<file path="src/rtl/nn_pkg.sv">
// Shared constants, FSM state type and w_flat slot indices for the nn_node loader.
package nn_pkg;

    localparam int DATA_W = 16;
    localparam int N_W    = 24;
    localparam int N_X    = 4;

    typedef enum logic [1:0] {
        IDLE   = 2'd0,
        W_LOAD = 2'd1,
        X_LOAD = 2'd2,
        FIRE   = 2'd3
    } state_t;

    // Slot k of w_flat occupies bits [16k+15:16k].
    localparam int W04_IDX = 0;
    localparam int W05_IDX = 1;
    localparam int W06_IDX = 2;
    localparam int W07_IDX = 3;
    localparam int W14_IDX = 4;
    localparam int W15_IDX = 5;
    localparam int W16_IDX = 6;
    localparam int W17_IDX = 7;
    localparam int W24_IDX = 8;
    localparam int W25_IDX = 9;
    localparam int W26_IDX = 10;
    localparam int W27_IDX = 11;
    localparam int W34_IDX = 12;
    localparam int W35_IDX = 13;
    localparam int W36_IDX = 14;
    localparam int W37_IDX = 15;
    localparam int W48_IDX = 16;
    localparam int W58_IDX = 17;
    localparam int W49_IDX = 18;
    localparam int W59_IDX = 19;
    localparam int W68_IDX = 20;
    localparam int W69_IDX = 21;
    localparam int W78_IDX = 22;
    localparam int W79_IDX = 23;

endpackage

</file>
<file path="src/rtl/nn_weight_bank.sv">
// 24x16 weight register file: indexed write, flattened read, owns weights_valid.
module nn_weight_bank
    import nn_pkg::*;
(
    input  logic                    clk,
    input  logic                    rst_n,
    input  logic                    i_wr_en,
    input  logic [4:0]              i_wr_idx,
    input  logic [DATA_W-1:0]       i_wr_data,
    output logic [N_W*DATA_W-1:0]   o_w_flat,
    output logic                    o_weights_valid
);

    logic [DATA_W-1:0] r_mem [N_W];
    logic              r_valid;

    // NOTE: the bank is reset because w_flat drives nn_node directly and must read 0 after reset.
    always_ff @(posedge clk or negedge rst_n) begin
        if (!rst_n) begin
            for (int k = 0; k < N_W; k++) r_mem[k] <= '0;
            r_valid <= 1'b0;
        end else if (i_wr_en) begin
            r_mem[i_wr_idx] <= i_wr_data;
            // Slot 0 starts a new set, so the old set is no longer complete.
            if (i_wr_idx == 5'd0)
                r_valid <= 1'b0;
            else if (i_wr_idx == 5'(N_W - 1))
                r_valid <= 1'b1;
        end
    end

    for (genvar k = 0; k < N_W; k++) begin : g_flat
        assign o_w_flat[k*DATA_W +: DATA_W] = r_mem[k];
    end

    assign o_weights_valid = r_valid;

endmodule

</file>
<file path="src/rtl/nn_node_loader.sv">
// Stream-to-nn_node feeder: assembles weight and input-vector frames and strobes in_ready.
module nn_node_loader
    import nn_pkg::*;
#(
    parameter int HOLD_CYCLES = 2
) (
    input  logic                    clk,
    input  logic                    rst_n,
    input  logic                    s_valid,
    output logic                    s_ready,
    input  logic [DATA_W-1:0]       s_data,
    input  logic                    s_is_weight,
    output logic [DATA_W-1:0]       in0,
    output logic [DATA_W-1:0]       in1,
    output logic [DATA_W-1:0]       in2,
    output logic [DATA_W-1:0]       in3,
    output logic [N_W*DATA_W-1:0]   w_flat,
    output logic                    in_ready,
    output logic                    weights_valid,
    output logic                    err_no_weights,
    output logic [15:0]             vec_count
);

    state_t            r_state;
    state_t            w_next_state;
    logic              r_ready;
    logic [4:0]        r_widx;
    logic [1:0]        r_xidx;
    logic [DATA_W-1:0] r_x0, r_x1, r_x2;
    logic [DATA_W-1:0] r_in0, r_in1, r_in2, r_in3;
    logic              r_in_ready;
    logic [3:0]        r_hold;
    logic              r_err_no_weights;
    logic [15:0]       r_vec_count;

    logic              w_accept;
    logic              w_wr_en;
    logic [4:0]        w_wr_idx;
    logic              w_weights_valid;
    logic              w_last_x;

    assign w_accept = s_valid && r_ready;
    assign w_last_x = (r_xidx == 2'(N_X - 1));

    // NOTE: every always_comb output gets a default first so no path infers a latch.
    always_comb begin
        w_next_state = r_state;
        w_wr_en      = 1'b0;
        w_wr_idx     = r_widx;
        case (r_state)
            IDLE: begin
                if (w_accept) begin
                    if (s_is_weight) begin
                        w_next_state = W_LOAD;
                        w_wr_en      = 1'b1;
                        w_wr_idx     = 5'd0;
                    end else if (w_weights_valid) begin
                        w_next_state = X_LOAD;
                    end
                end
            end
            W_LOAD: begin
                if (w_accept) begin
                    w_wr_en = 1'b1;
                    if (r_widx == 5'(N_W - 1)) w_next_state = IDLE;
                end
            end
            X_LOAD: if (w_accept && w_last_x) w_next_state = FIRE;
            FIRE:   if (r_hold == 4'd0) w_next_state = IDLE;
            default: w_next_state = IDLE;
        endcase
    end

    always_ff @(posedge clk or negedge rst_n) begin
        if (!rst_n) begin
            r_state <= IDLE;
        end else begin
            // NOTE: state is updated with non-blocking assignments so every register sees pre-edge values.
            r_state <= w_next_state;
        end
    end

    // s_ready is registered from the next state, so it is 0 in reset and throughout FIRE.
    always_ff @(posedge clk or negedge rst_n) begin
        if (!rst_n) begin
            r_ready          <= 1'b0;
            r_widx           <= '0;
            r_xidx           <= '0;
            r_x0             <= '0;
            r_x1             <= '0;
            r_x2             <= '0;
            r_in0            <= '0;
            r_in1            <= '0;
            r_in2            <= '0;
            r_in3            <= '0;
            r_in_ready       <= 1'b0;
            r_hold           <= '0;
            r_err_no_weights <= 1'b0;
            r_vec_count      <= '0;
        end else begin
            r_ready <= (w_next_state != FIRE);
            case (r_state)
                IDLE: begin
                    if (w_accept) begin
                        if (s_is_weight) begin
                            r_widx <= 5'd1;
                        end else if (w_weights_valid) begin
                            r_x0   <= s_data;
                            r_xidx <= 2'd1;
                        end else begin
                            r_err_no_weights <= 1'b1;
                        end
                    end
                end
                W_LOAD: begin
                    if (w_accept)
                        r_widx <= (r_widx == 5'(N_W - 1)) ? 5'd0 : r_widx + 5'd1;
                end
                X_LOAD: begin
                    if (w_accept) begin
                        if (w_last_x) begin
                            r_in0      <= r_x0;
                            r_in1      <= r_x1;
                            r_in2      <= r_x2;
                            r_in3      <= s_data;
                            r_in_ready <= 1'b1;
                            r_hold     <= 4'(HOLD_CYCLES - 1);
                            r_xidx     <= 2'd0;
                        end else begin
                            case (r_xidx)
                                2'd1:    r_x1 <= s_data;
                                2'd2:    r_x2 <= s_data;
                                default: r_x0 <= s_data;
                            endcase
                            r_xidx <= r_xidx + 2'd1;
                        end
                    end
                end
                FIRE: begin
                    if (r_hold == 4'd0) begin
                        r_in_ready  <= 1'b0;
                        r_vec_count <= r_vec_count + 16'd1;
                    end else begin
                        r_hold <= r_hold - 4'd1;
                    end
                end
                default: ;
            endcase
        end
    end

    nn_weight_bank u_weight_bank (
        .clk             (clk),
        .rst_n           (rst_n),
        .i_wr_en         (w_wr_en),
        .i_wr_idx        (w_wr_idx),
        .i_wr_data       (s_data),
        .o_w_flat        (w_flat),
        .o_weights_valid (w_weights_valid)
    );

    assign s_ready        = r_ready;
    assign in0            = r_in0;
    assign in1            = r_in1;
    assign in2            = r_in2;
    assign in3            = r_in3;
    assign in_ready       = r_in_ready;
    assign weights_valid  = w_weights_valid;
    assign err_no_weights = r_err_no_weights;
    assign vec_count      = r_vec_count;

endmodule
</file>
<file path="config.mk">
export PLATFORM = sky130hd
export DESIGN_NAME = nn_node_loader
export DESIGN_NICKNAME = d
export VERILOG_FILES = /design/src/rtl/nn_pkg.sv /design/src/rtl/nn_weight_bank.sv /design/src/rtl/nn_node_loader.sv
export SDC_FILE = /design/constraint.sdc
export NUM_CORES = 1
export LEC_CHECK = 0
export CAP_MARGIN = 20
export CORE_AREA = 4 4 196 245
export CTS_BUF_LIST = sky130_fd_sc_hd__clkbuf_16
export DETAILED_ROUTE_END_ITERATION = 10
export DIE_AREA = 0 0 200 249
export PLACE_DENSITY_LB_ADDON = 0.3
export SLEW_MARGIN = 20
export SYNTH_ARGS = -nofsm -noshare
export SYNTH_HDL_FRONTEND = slang
export SYNTH_SLANG_ARGS = --single-unit
</file>
<file path="constraint.sdc">
create_clock -name clk -period 2.5 [get_ports clk]
set_input_delay 0.375 -clock clk [delete_from_list [all_inputs] [get_ports clk]]
set_output_delay 0.375 -clock clk [all_outputs]
set_load 0.01 [all_outputs]
</file>
* Word level (Yosys, flattened, before mapping) *
Cells that the tools add are included.

operators by class
  add/subtract/negate cells = 4
  multiply operators = 0
  div/mod/pow operators = 0
  magnitude comparators = 2
  equality and inequality tests = 20
  shift operators = 0
  multiplexer cells = 46
  bitwise gates (word level) = 4
  reductions and logical operators = 22

operators with widths
  operator                 count
  $bwmux W384              1
  $mux W16                 7
  $demux W16 S5            1
  $mux W5                  7
  $pmux W16 S2             1
  $mux W2                  12
  $reduce_and A4 Y1        6
  $ne A2 B2 Y1 const B     11
  $add A16 B1 Y16 const B  1
  $mux W4                  3
  $eq A5 B5 Y1 const B     2
  $pmux W5 S2              1
  $eq A2 B2 Y1 const B     4
  $mux W1                  8
  $pmux W2 S4              1
  $pmux W4 S2              1
  $reduce_bool A2 Y1       4
  $reduce_and A7 Y1        1
  $ge A6 B6 Y1 const B     1
  $lt A6 B1 Y1 const B     1
  $not A5 Y6               1
  $add A5 B1 Y5 const B    1
  $logic_not A5 Y1         1
  $reduce_and A5 Y1        1
  13 further kinds         20

storage, ports and cells
  flip-flop bits (word level) = 529
  bits in latches = 0
  memory bits (writable) = 0
  ROM bits = 0
  output and inout bits = 468
  memories kept = 0

* Depth between registers and ports, before layout *
Gate-level depths: netlist of run 1.

  depth in word-level cells = 9
  depth in mapped cells = 8
  gate-level depth less buffers = 6

* By module *
A second synthesis of run 1 with hierarchy kept.

second synthesis, totals
  cells, all modules = 1261
  area total of the unflattened synthesis = 20315.7 µm²

modules (own cells, without submodules)
  module          instances  cells an instance  area each (µm²)
  nn_weight_bank  1          870                14493.9
  nn_node_loader  1          391                5821.8

* Worst setup path after synthesis of run 1 *
Ideal clock, no wire load.

  path type = register -> register
  from = register r_ready (netlist: s_ready)
  to = register u_weight_bank.r_mem (netlist bit u_weight_bank.o_w_flat[277])
  setup time = 0.125 ns
  data arrival time = 2.178 ns
  required time = 2.375 ns
  setup slack = 0.197 ns
  stages on the path, launching flop included = 8
  buffers on the path = 3
  cell sequence = dfrtp_1 nand3b_4 or3_1 buf_6 or4_1 buf_2 buf_6 mux2_4

on the way
  longest elaborated chain between the ends = 9

ends and longest elaborated chain
  what                                                                       line                   source
  start, declared                                                            nn_node_loader.sv:26   logic r_ready;
  start signal, assigned                                                     nn_node_loader.sv:101  r_ready <= (w_next_state != FIRE);
  $logic_and A1 B1 Y1 (*)                                                    nn_node_loader.sv:42   assign w_accept = s_valid && r_ready;
  $mux W5                                                                    nn_node_loader.sv:52   if (w_accept) begin
  $mux W5                                                                    nn_node_loader.sv:50   case (r_state)
  $not A5 Y6 (not written as such)                                           nn_weight_bank.sv:23   r_mem[i_wr_idx] <= i_wr_data;
  $ge A6 B6 Y1 (not written as such) / $lt A6 B1 Y1 (equally long branches)  nn_weight_bank.sv:23
  $logic_and A1 B1 Y1 (not written as such)                                  nn_weight_bank.sv:23
  $mux W16 (not written as such)                                             nn_weight_bank.sv:23
  $demux W16 S5                                                              nn_weight_bank.sv:23
  $bwmux W384                                                                nn_weight_bank.sv:23
  end signal, assigned by index                                              nn_weight_bank.sv:23
  end, declared                                                              nn_weight_bank.sv:14   logic [DATA_W-1:0] r_mem [N_W];

Mark *: on every way between the ends. The rest lies on a longest branch, timed or not.
A chain may end at the register's enable or synchronous reset.

* Worst setup path after layout of run 1 *
  from = register r_ready (netlist: s_ready)
  to = register u_weight_bank.r_mem (netlist bit u_weight_bank.o_w_flat[278])

Same word-level chain as after synthesis.

==> reports/summary.txt, run 1 <==
status = finished, final reports clean
core area = 45,910 um^2
CTS H-tree lvls = 2
Num CTS Buffers = 52
Mapped Nets = 1,313
clock share of power = 0.338
RR Startpoint = s_ready$_DFF_PN0_
Max Cap Violations = 0
Bufs on Longest Clock Path = 3
layout cells sized above 1 = 0.3631
Synth Flop Type = dfrtp_1
largest net degree at the start of global routing = 90
Setup Crit Path Kind = reg2reg
YS warnings = 0
Lkg Pwr = 13.47 nW
final antenna-violating net count = 0
Reg clk slew, reported paths = 60 ps
Final setup viols = 0
CP Data Arrival Time = 2620 ps
relative slew slack = 0.5179
Crit Path Max Fanout = 16
number of global-route vias before repair = 13,910
post-route cell area = 28,290 um^2
sequential fraction of the synthesis area = 0.6499
CTS tree = built
die area = 49,800 um^2
Final Cycle Share = 0.8593
GRT Overall Usage = 0.2383
worst-margin pin slew = 723.1 ps
row count = 88
synthesized flop and latch total = 529
chip height = 249 um
Layout area overhead = 38.91%
Seq pwr share = 0.454
First DRT Iteration DRCs = 400
Clock Skew = 30.04 ps
die width = 200 um
routed via count = 12,870
logic gate share of total power = 0.208
Mapped Cells = 1,286
R2R setup slack = 350 ps
Synth area leader = dfrtp_1
Placed Area = 26,560 um^2
EDFF count, synth = 0
Pwr Density = 827.2 nW/um^2
Syn Std Cell Area = 20,370 um^2
Buffers on Ports = 487
detailed-placement wirelength estimate = 39,920 um
Cell variety after synth = 45
first-pass GRT wire length = 89,780 um
Via density = 5.287
Final #Nets = 1,832
# resized after CTS = 0
Final Max Tran Viols = 0
Post-synth ARST share = 1.000
Starting Density = 0.4436
I/O pin total = 488
post-synth top area share = 0.6499
Switching Share = 0.2661
CP Capture Type = flip-flop
Tot Pwr = 0.02340 W
most common cell in the netlist = dfrtp_1
routed wire length = 59,580 um
synthesized area per cell = 15.84 um^2
R2R depth = 5
worst-skew pair later-pin latency = 600 ps
crit path time final = 2148 ps
Pint = 0.01718 W
clk root buf = clkbuf_16
commonest cells in the netlist = 529 x dfrtp_1, 489 x mux2_2, 49 x clkbuf_1, 26 x buf_2, 22 x buf_1
grt ovf = 0
most area-consuming cells after synthesis = dfrtp_1 65%, mux2_2 27%, clkbuf_1 0.90%, mux2_4 0.74%, buf_2 0.64%
crit path launch type = flip-flop
switching pwr = 0.006228 W
fmax = 465.5 MHz
Hold Path Class = in2async
wire per inst = 24.48 um
RSZ-0062 raised after global routing = no
Reg2Reg Capture Point = u_weight_bank.o_w_flat[278]$_DFFE_PN0P_
clk sinks = 529
first-pass iteration count of the detailed router = 4
critical path data required time = 2970 ps
routability cong. = 0.8160
worst vdd rail ir drop = 0.6909 mV
drc violations = 0
Fin. Hold Viols = 0
initial antenna violation count = 0
cell usage in the layout (no fill, tap or decap), drive strengths merged, types with 11 or more instances in the layout:
cell type,n
nand2,13
o21ai,12
clkbuf,54
clkdlybuf4s50,484
clkinv,29
nand3,14
inv,15
mux2,499
dfrtp,529
buf,79
nor3,12
xnor2,11
metal layers:
metal | track usage | wire, um | vias to the layer above
met4 | 0.09047 | 2574 | 0
met1 | 0.2924 | 23290 | 6800
met3 | 0.06832 | 4073 | 123
li1 | - | - | 5556
met2 | 0.3981 | 29640 | 389
met5 | 0 | 0 | -
critical path, cell delays in order (launching register included):
cell	delay, ps
dfrtp_1	470
nand3b_4	140
or3_1	380
or4_1	540
buf_12	190
mux2_4	300
flip-flops by register name, summed over array words and instances, names as in the netlist, 2 cells and up:
| register | flops |
|---|---|
| u_weight_bank.o_w_flat | 384 |
| in0 | 16 |
| in1 | 16 |
| in2 | 16 |
| in3 | 16 |
| r_x0 | 16 |
| r_x1 | 16 |
| r_x2 | 16 |
| vec_count | 16 |
| r_widx | 5 |
| r_hold | 4 |
| r_state | 2 |
| r_xidx | 2 |
metrics by stage:
| stage | hold slack (ps) | setup WS (ps) | TNS [ps] | utilization | cells |
|---|---|---|---|---|---|
| after global routing | 337.4 | 230.5 | 0 | 0.6162 | 2433 |
| after floorplan | 79.41 | 197.2 | 0 | - | 1286 |
| after global placement | 339.5 | -79.93 | -1577 | 0.5785 | 2335 |
| final | 312.1 | 351.8 | 0 | 0.6162 | 2434 |
| after CTS | 306.7 | 347.5 | 0 | 0.6162 | 2433 |
| after detailed placement | 346.9 | -82.20 | -2031 | 0.5785 | 2335 |
final cells by class:
class | instances | area, um^2
fillers | 3501 | 17620
flip-flops and latches | 529 | 13240
multi-input cells | 650 | 6720
repair buffers | 564 | 5851
clock buffers | 54 | 1351
well taps | 585 | 732.0
clock inverters | 43 | 369.1
inverters | 8 | 30.03
diodes | 1 | 2.502
worst max-delay path by stage:
| stage | cells past startpoint | startpoint | slack (ps) | to |
|---|---|---|---|---|
| final | 5 | s_ready$_DFF_PN0_ | 350 | u_weight_bank.o_w_flat[278]$_DFFE_PN0P_ |
| after detailed placement | 6 | s_valid | -80 | u_weight_bank.o_w_flat[280]$_DFFE_PN0P_ |
| after global placement | 6 | s_valid | -80 | u_weight_bank.o_w_flat[282]$_DFFE_PN0P_ |
| after floorplan | 7 | s_ready$_DFF_PN0_ | 200 | u_weight_bank.o_w_flat[277]$_DFFE_PN0P_ |
| after global routing | 7 | r_hold[0]$_DFFE_PN0P_ | 230 | vec_count[9]$_DFFE_PN0P_ |
| after CTS | 5 | s_ready$_DFF_PN0_ | 350 | u_weight_bank.o_w_flat[278]$_DFFE_PN0P_ |
power groups by stage:
| stage | combinational (W) | clock (W) | sequential [W] |
|---|---|---|---|
| global placement | 0.00480 | 0 | 0.0107 |
| global route | 0.00524 | 0.00844 | 0.0108 |
| detailed placement | 0.00494 | 0 | 0.0108 |
| floorplan | 0.00197 | 0 | 0.0110 |
| CTS | 0.00496 | 0.00808 | 0.0106 |
| finish | 0.00487 | 0.00790 | 0.0106 |
repair_timing:
item                                   in CTS  in global routing
setup endpoints to repair                   0                  0
hold buffers                                1                  0
endpoints found under the hold margin      42                  0
buffers inserted                            0                  0
cells by family after synthesis:
| group | Yosys count | synth area share |
|---|---|---|
| flip-flops | 529 | 0.6499 |
| adder cells (fa/ha/maj) | 7 | 0.004300 |
| XOR/XNOR | 18 | 0.007740 |
| AO/OA/AOI/OAI | 26 | 0.007925 |
| AND/OR/NAND/NOR | 99 | 0.02986 |
| buffers and inverters | 107 | 0.02205 |
| multiplexers | 500 | 0.2782 |
Note: power is estimated with default switching activity, not from simulation.
==> inputs of run 2 (changes only) <==
--- a/config.mk
+++ b/config.mk
@@ -14,4 +14,5 @@
 export SLEW_MARGIN = 20
 export SYNTH_ARGS = -nofsm -noshare
 export SYNTH_HDL_FRONTEND = slang
+export SYNTH_HIERARCHICAL = 1
 export SYNTH_SLANG_ARGS = --single-unit
==> run 2 against run 1 <==
  * Cell count decreased by 0.33%
  * Clock-buffer cell count is 2 lower
  * Combinational power rose by 9.9%
  * Critical path type unchanged
  * Largest power group unchanged
  * Highest routed layer unchanged
==> reports/summary.txt, run 2 <==
status = finished, final reports clean
# resized after CTS = 0
First DRT Iteration DRCs = 320
Bufs on Longest Clock Path = 3
crit path time final = 2370 ps
Starting Density = 0.4425
Setup Crit Path Kind = reg2reg
grt ovf = 0
Mapped Cells = 1,261
first-pass iteration count of the detailed router = 4
drc violations = 0
worst-margin pin slew = 777.6 ps
RR Startpoint = s_ready$_DFF_PN0_
Crit Path Max Fanout = 6
layout filler cell count = 3,495
final core occ = 0.6130
Lkg Pwr = 13.39 nW
Final Max Tran Viols = 0
most area-consuming cells after synthesis = dfrtp_1 65%, mux2_2 25%, mux2_1 2.3%, buf_2 0.79%, clkbuf_1 0.67%
number of global-route vias before repair = 13,930
Buffers on Ports = 487
worst-skew pair later-pin latency = 600 ps
synthesized area per cell = 16.11 um^2
Pwr Density = 839.0 nW/um^2
sequential fraction of the synthesis area = 0.6516
die area = 49,800 um^2
Mapped Nets = 1,288
Post-synth ARST share = 1.000
Max Cap Violations = 0
clock share of power = 0.320
launch point of the critical path = s_ready$_DFF_PN0_
commonest non-fill, non-tap cell in the layout = dfrtp_1
CTS tree = built
logic gate share of total power = 0.227
largest net degree at the start of global routing = 80
Fin. Hold Viols = 0
Final setup viols = 0
Via density = 5.235
Pint = 0.01716 W
routed wire length = 57,660 um
I/O pin total = 488
relative slew slack = 0.4816
first-pass GRT wire length = 87,840 um
Final #Nets = 1,825
synthesized flop and latch total = 529
clk root buf = clkbuf_16
crit path launch type = flip-flop
die width = 200 um
CTS H-tree lvls = 2
Seq pwr share = 0.454
Switching Share = 0.2734
YS warnings = 6
critical path data required time = 2980 ps
cell breakdown of the critical path = and3b_1 -> nand3_1 -> and2_1 -> and4bb_1 -> buf_4 -> nand2_1 -> buf_4 -> mux2_2
fmax = 422.0 MHz
initial antenna violation count = 1
row count = 88
Reg clk slew, reported paths = 60 ps
Syn Std Cell Area = 20,320 um^2
most common cell in the netlist = dfrtp_1
max reg flops = 384
detailed-placement wirelength estimate = 40,380 um
Synth Flop Type = dfrtp_1
routability cong. = 0.7652
post-synth top area share = 0.6516
Final TNS setup = 0 ps
chip height = 249 um
routed via count = 12,700
EDFF count, synth = 0
CP peak stage delay = 450 ps
clk sinks = 529
Final Cycle Share = 0.9479
commonest cells in the netlist = 529 x dfrtp_1, 456 x mux2_2, 41 x mux2_1, 36 x clkbuf_1, 32 x buf_2
RSZ-0062 raised after global routing = no
Tot Pwr = 0.02361 W
CP Capture Type = flip-flop
worst vdd rail ir drop = 0.6689 mV
CP Data Arrival Time = 2850 ps
Layout area overhead = 38.54%
switching pwr = 0.006456 W
core area = 45,910 um^2
layout cells sized above 1 = 0.3424
commonest non-fill, non-tap cells in the layout = 529 x dfrtp_1, 485 x clkdlybuf4s50_1, 456 x mux2_2, 52 x clkbuf_16, 42 x buf_4
Synth area leader = dfrtp_1
GRT Overall Usage = 0.2313
Clock Skew = 18.72 ps
final antenna-violating net count = 0
Cell variety after synth = 46
Num CTS Buffers = 52
Critical-path top delay cell = dfrtp_1
crit-path most repeated cell = buf_4
wire per inst = 23.77 um
Hold Path Class = in2async
## run 2: path summary, 6_finish.rpt
path / end / slack (ps) / cells past startpoint
hold / removal: u_weight_bank/o_w_flat[273]$_DFFE_PN0P_ / 310 / 2
hold reg to reg: err_no_weights$_DFFE_PN0P_ / 480 / 1
setup reg to reg: u_weight_bank/o_w_flat[260]$_DFFE_PN0P_ / 130 / 8
min in group clk: err_no_weights$_DFFE_PN0P_ / 480 / 1
max in group asynchronous: u_weight_bank/o_w_flat[142]$_DFFE_PN0P_ / 1260 / 3
setup / recovery: u_weight_bank/o_w_flat[260]$_DFFE_PN0P_ / 130 / 8
## run 2: cell type report
| class | count | area (um^2) | area share |
|---|---|---|---|
| flip-flops and latches | 529 | 13240 | 0.4703 |
| multi-input cells | 645 | 6661 | 0.2367 |
| repair buffers | 562 | 5841 | 0.2075 |
| clock buffers | 52 | 1301 | 0.04623 |
| well taps | 585 | 732.0 | 0.02601 |
| clock inverters | 44 | 339.1 | 0.01205 |
| inverters | 8 | 30.03 | 0.001067 |
| diodes | 1 | 2.502 | 0.00008891 |
## run 2: logic make-up (layout without fill, tap and decap cells)
logic type / Yosys count / count (layout) / synth area share
AO/OA/AOI/OAI: 26 / 26 / 0.008254
buffers and inverters: 87 / 666 / 0.02137
other: 0 / 1 / 0
adder cells (fa/ha/maj): 7 / 7 / 0.004311
multiplexers: 497 / 497 / 0.2755
XOR/XNOR: 17 / 17 / 0.007329
flip-flops: 529 / 529 / 0.6516
AND/OR/NAND/NOR: 98 / 98 / 0.03166
## run 2: per-layer routing
metal,share of wire,global-route usage,up-vias
li1,-,-,5522
met1,0.39,0.2796,6684
met2,0.51,0.3938,390
met3,0.071,0.06940,104
met4,0.037,0.07765,0
met5,0,0,-
## run 2: per-stage QoR
step	instance area [um^2]	hold WS (ps)	setup WS, ps	cells
final	28140	305.6	130.2	2426
after global routing	28140	354.6	19.24	2425
after CTS	28140	319.7	109.8	2425
after detailed placement	26490	369.6	-266.5	2328
after global placement	26490	365.3	-259.9	2328
after floorplan	20320	79.41	4.878	1261
## run 2: critical path, delay by kind of cell, from the launching register on
| family | cells | cell delay, ps |
|---|---|---|
| AND/OR/NAND/NOR | 5 | 1130 |
| buffers and inverters | 2 | 360 |
| flip-flops | 1 | 450 |
| multiplexers | 1 | 340 |
## run 2: power groups by stage
stage	registers, W	logic (W)	clock network [W]
after global placement	0.0108	0.00530	0
after detailed placement	0.0109	0.00541	0
after floorplan	0.0111	0.00210	0
after CTS	0.0107	0.00544	0.00776
after global routing	0.0109	0.00574	0.00811
final	0.0107	0.00535	0.00755
## run 2: timing repair
item / in CTS / in global routing
hold endpoints to repair: 46 / 0
setup buffers: 0 / 0
hold buffers: 1 / 0
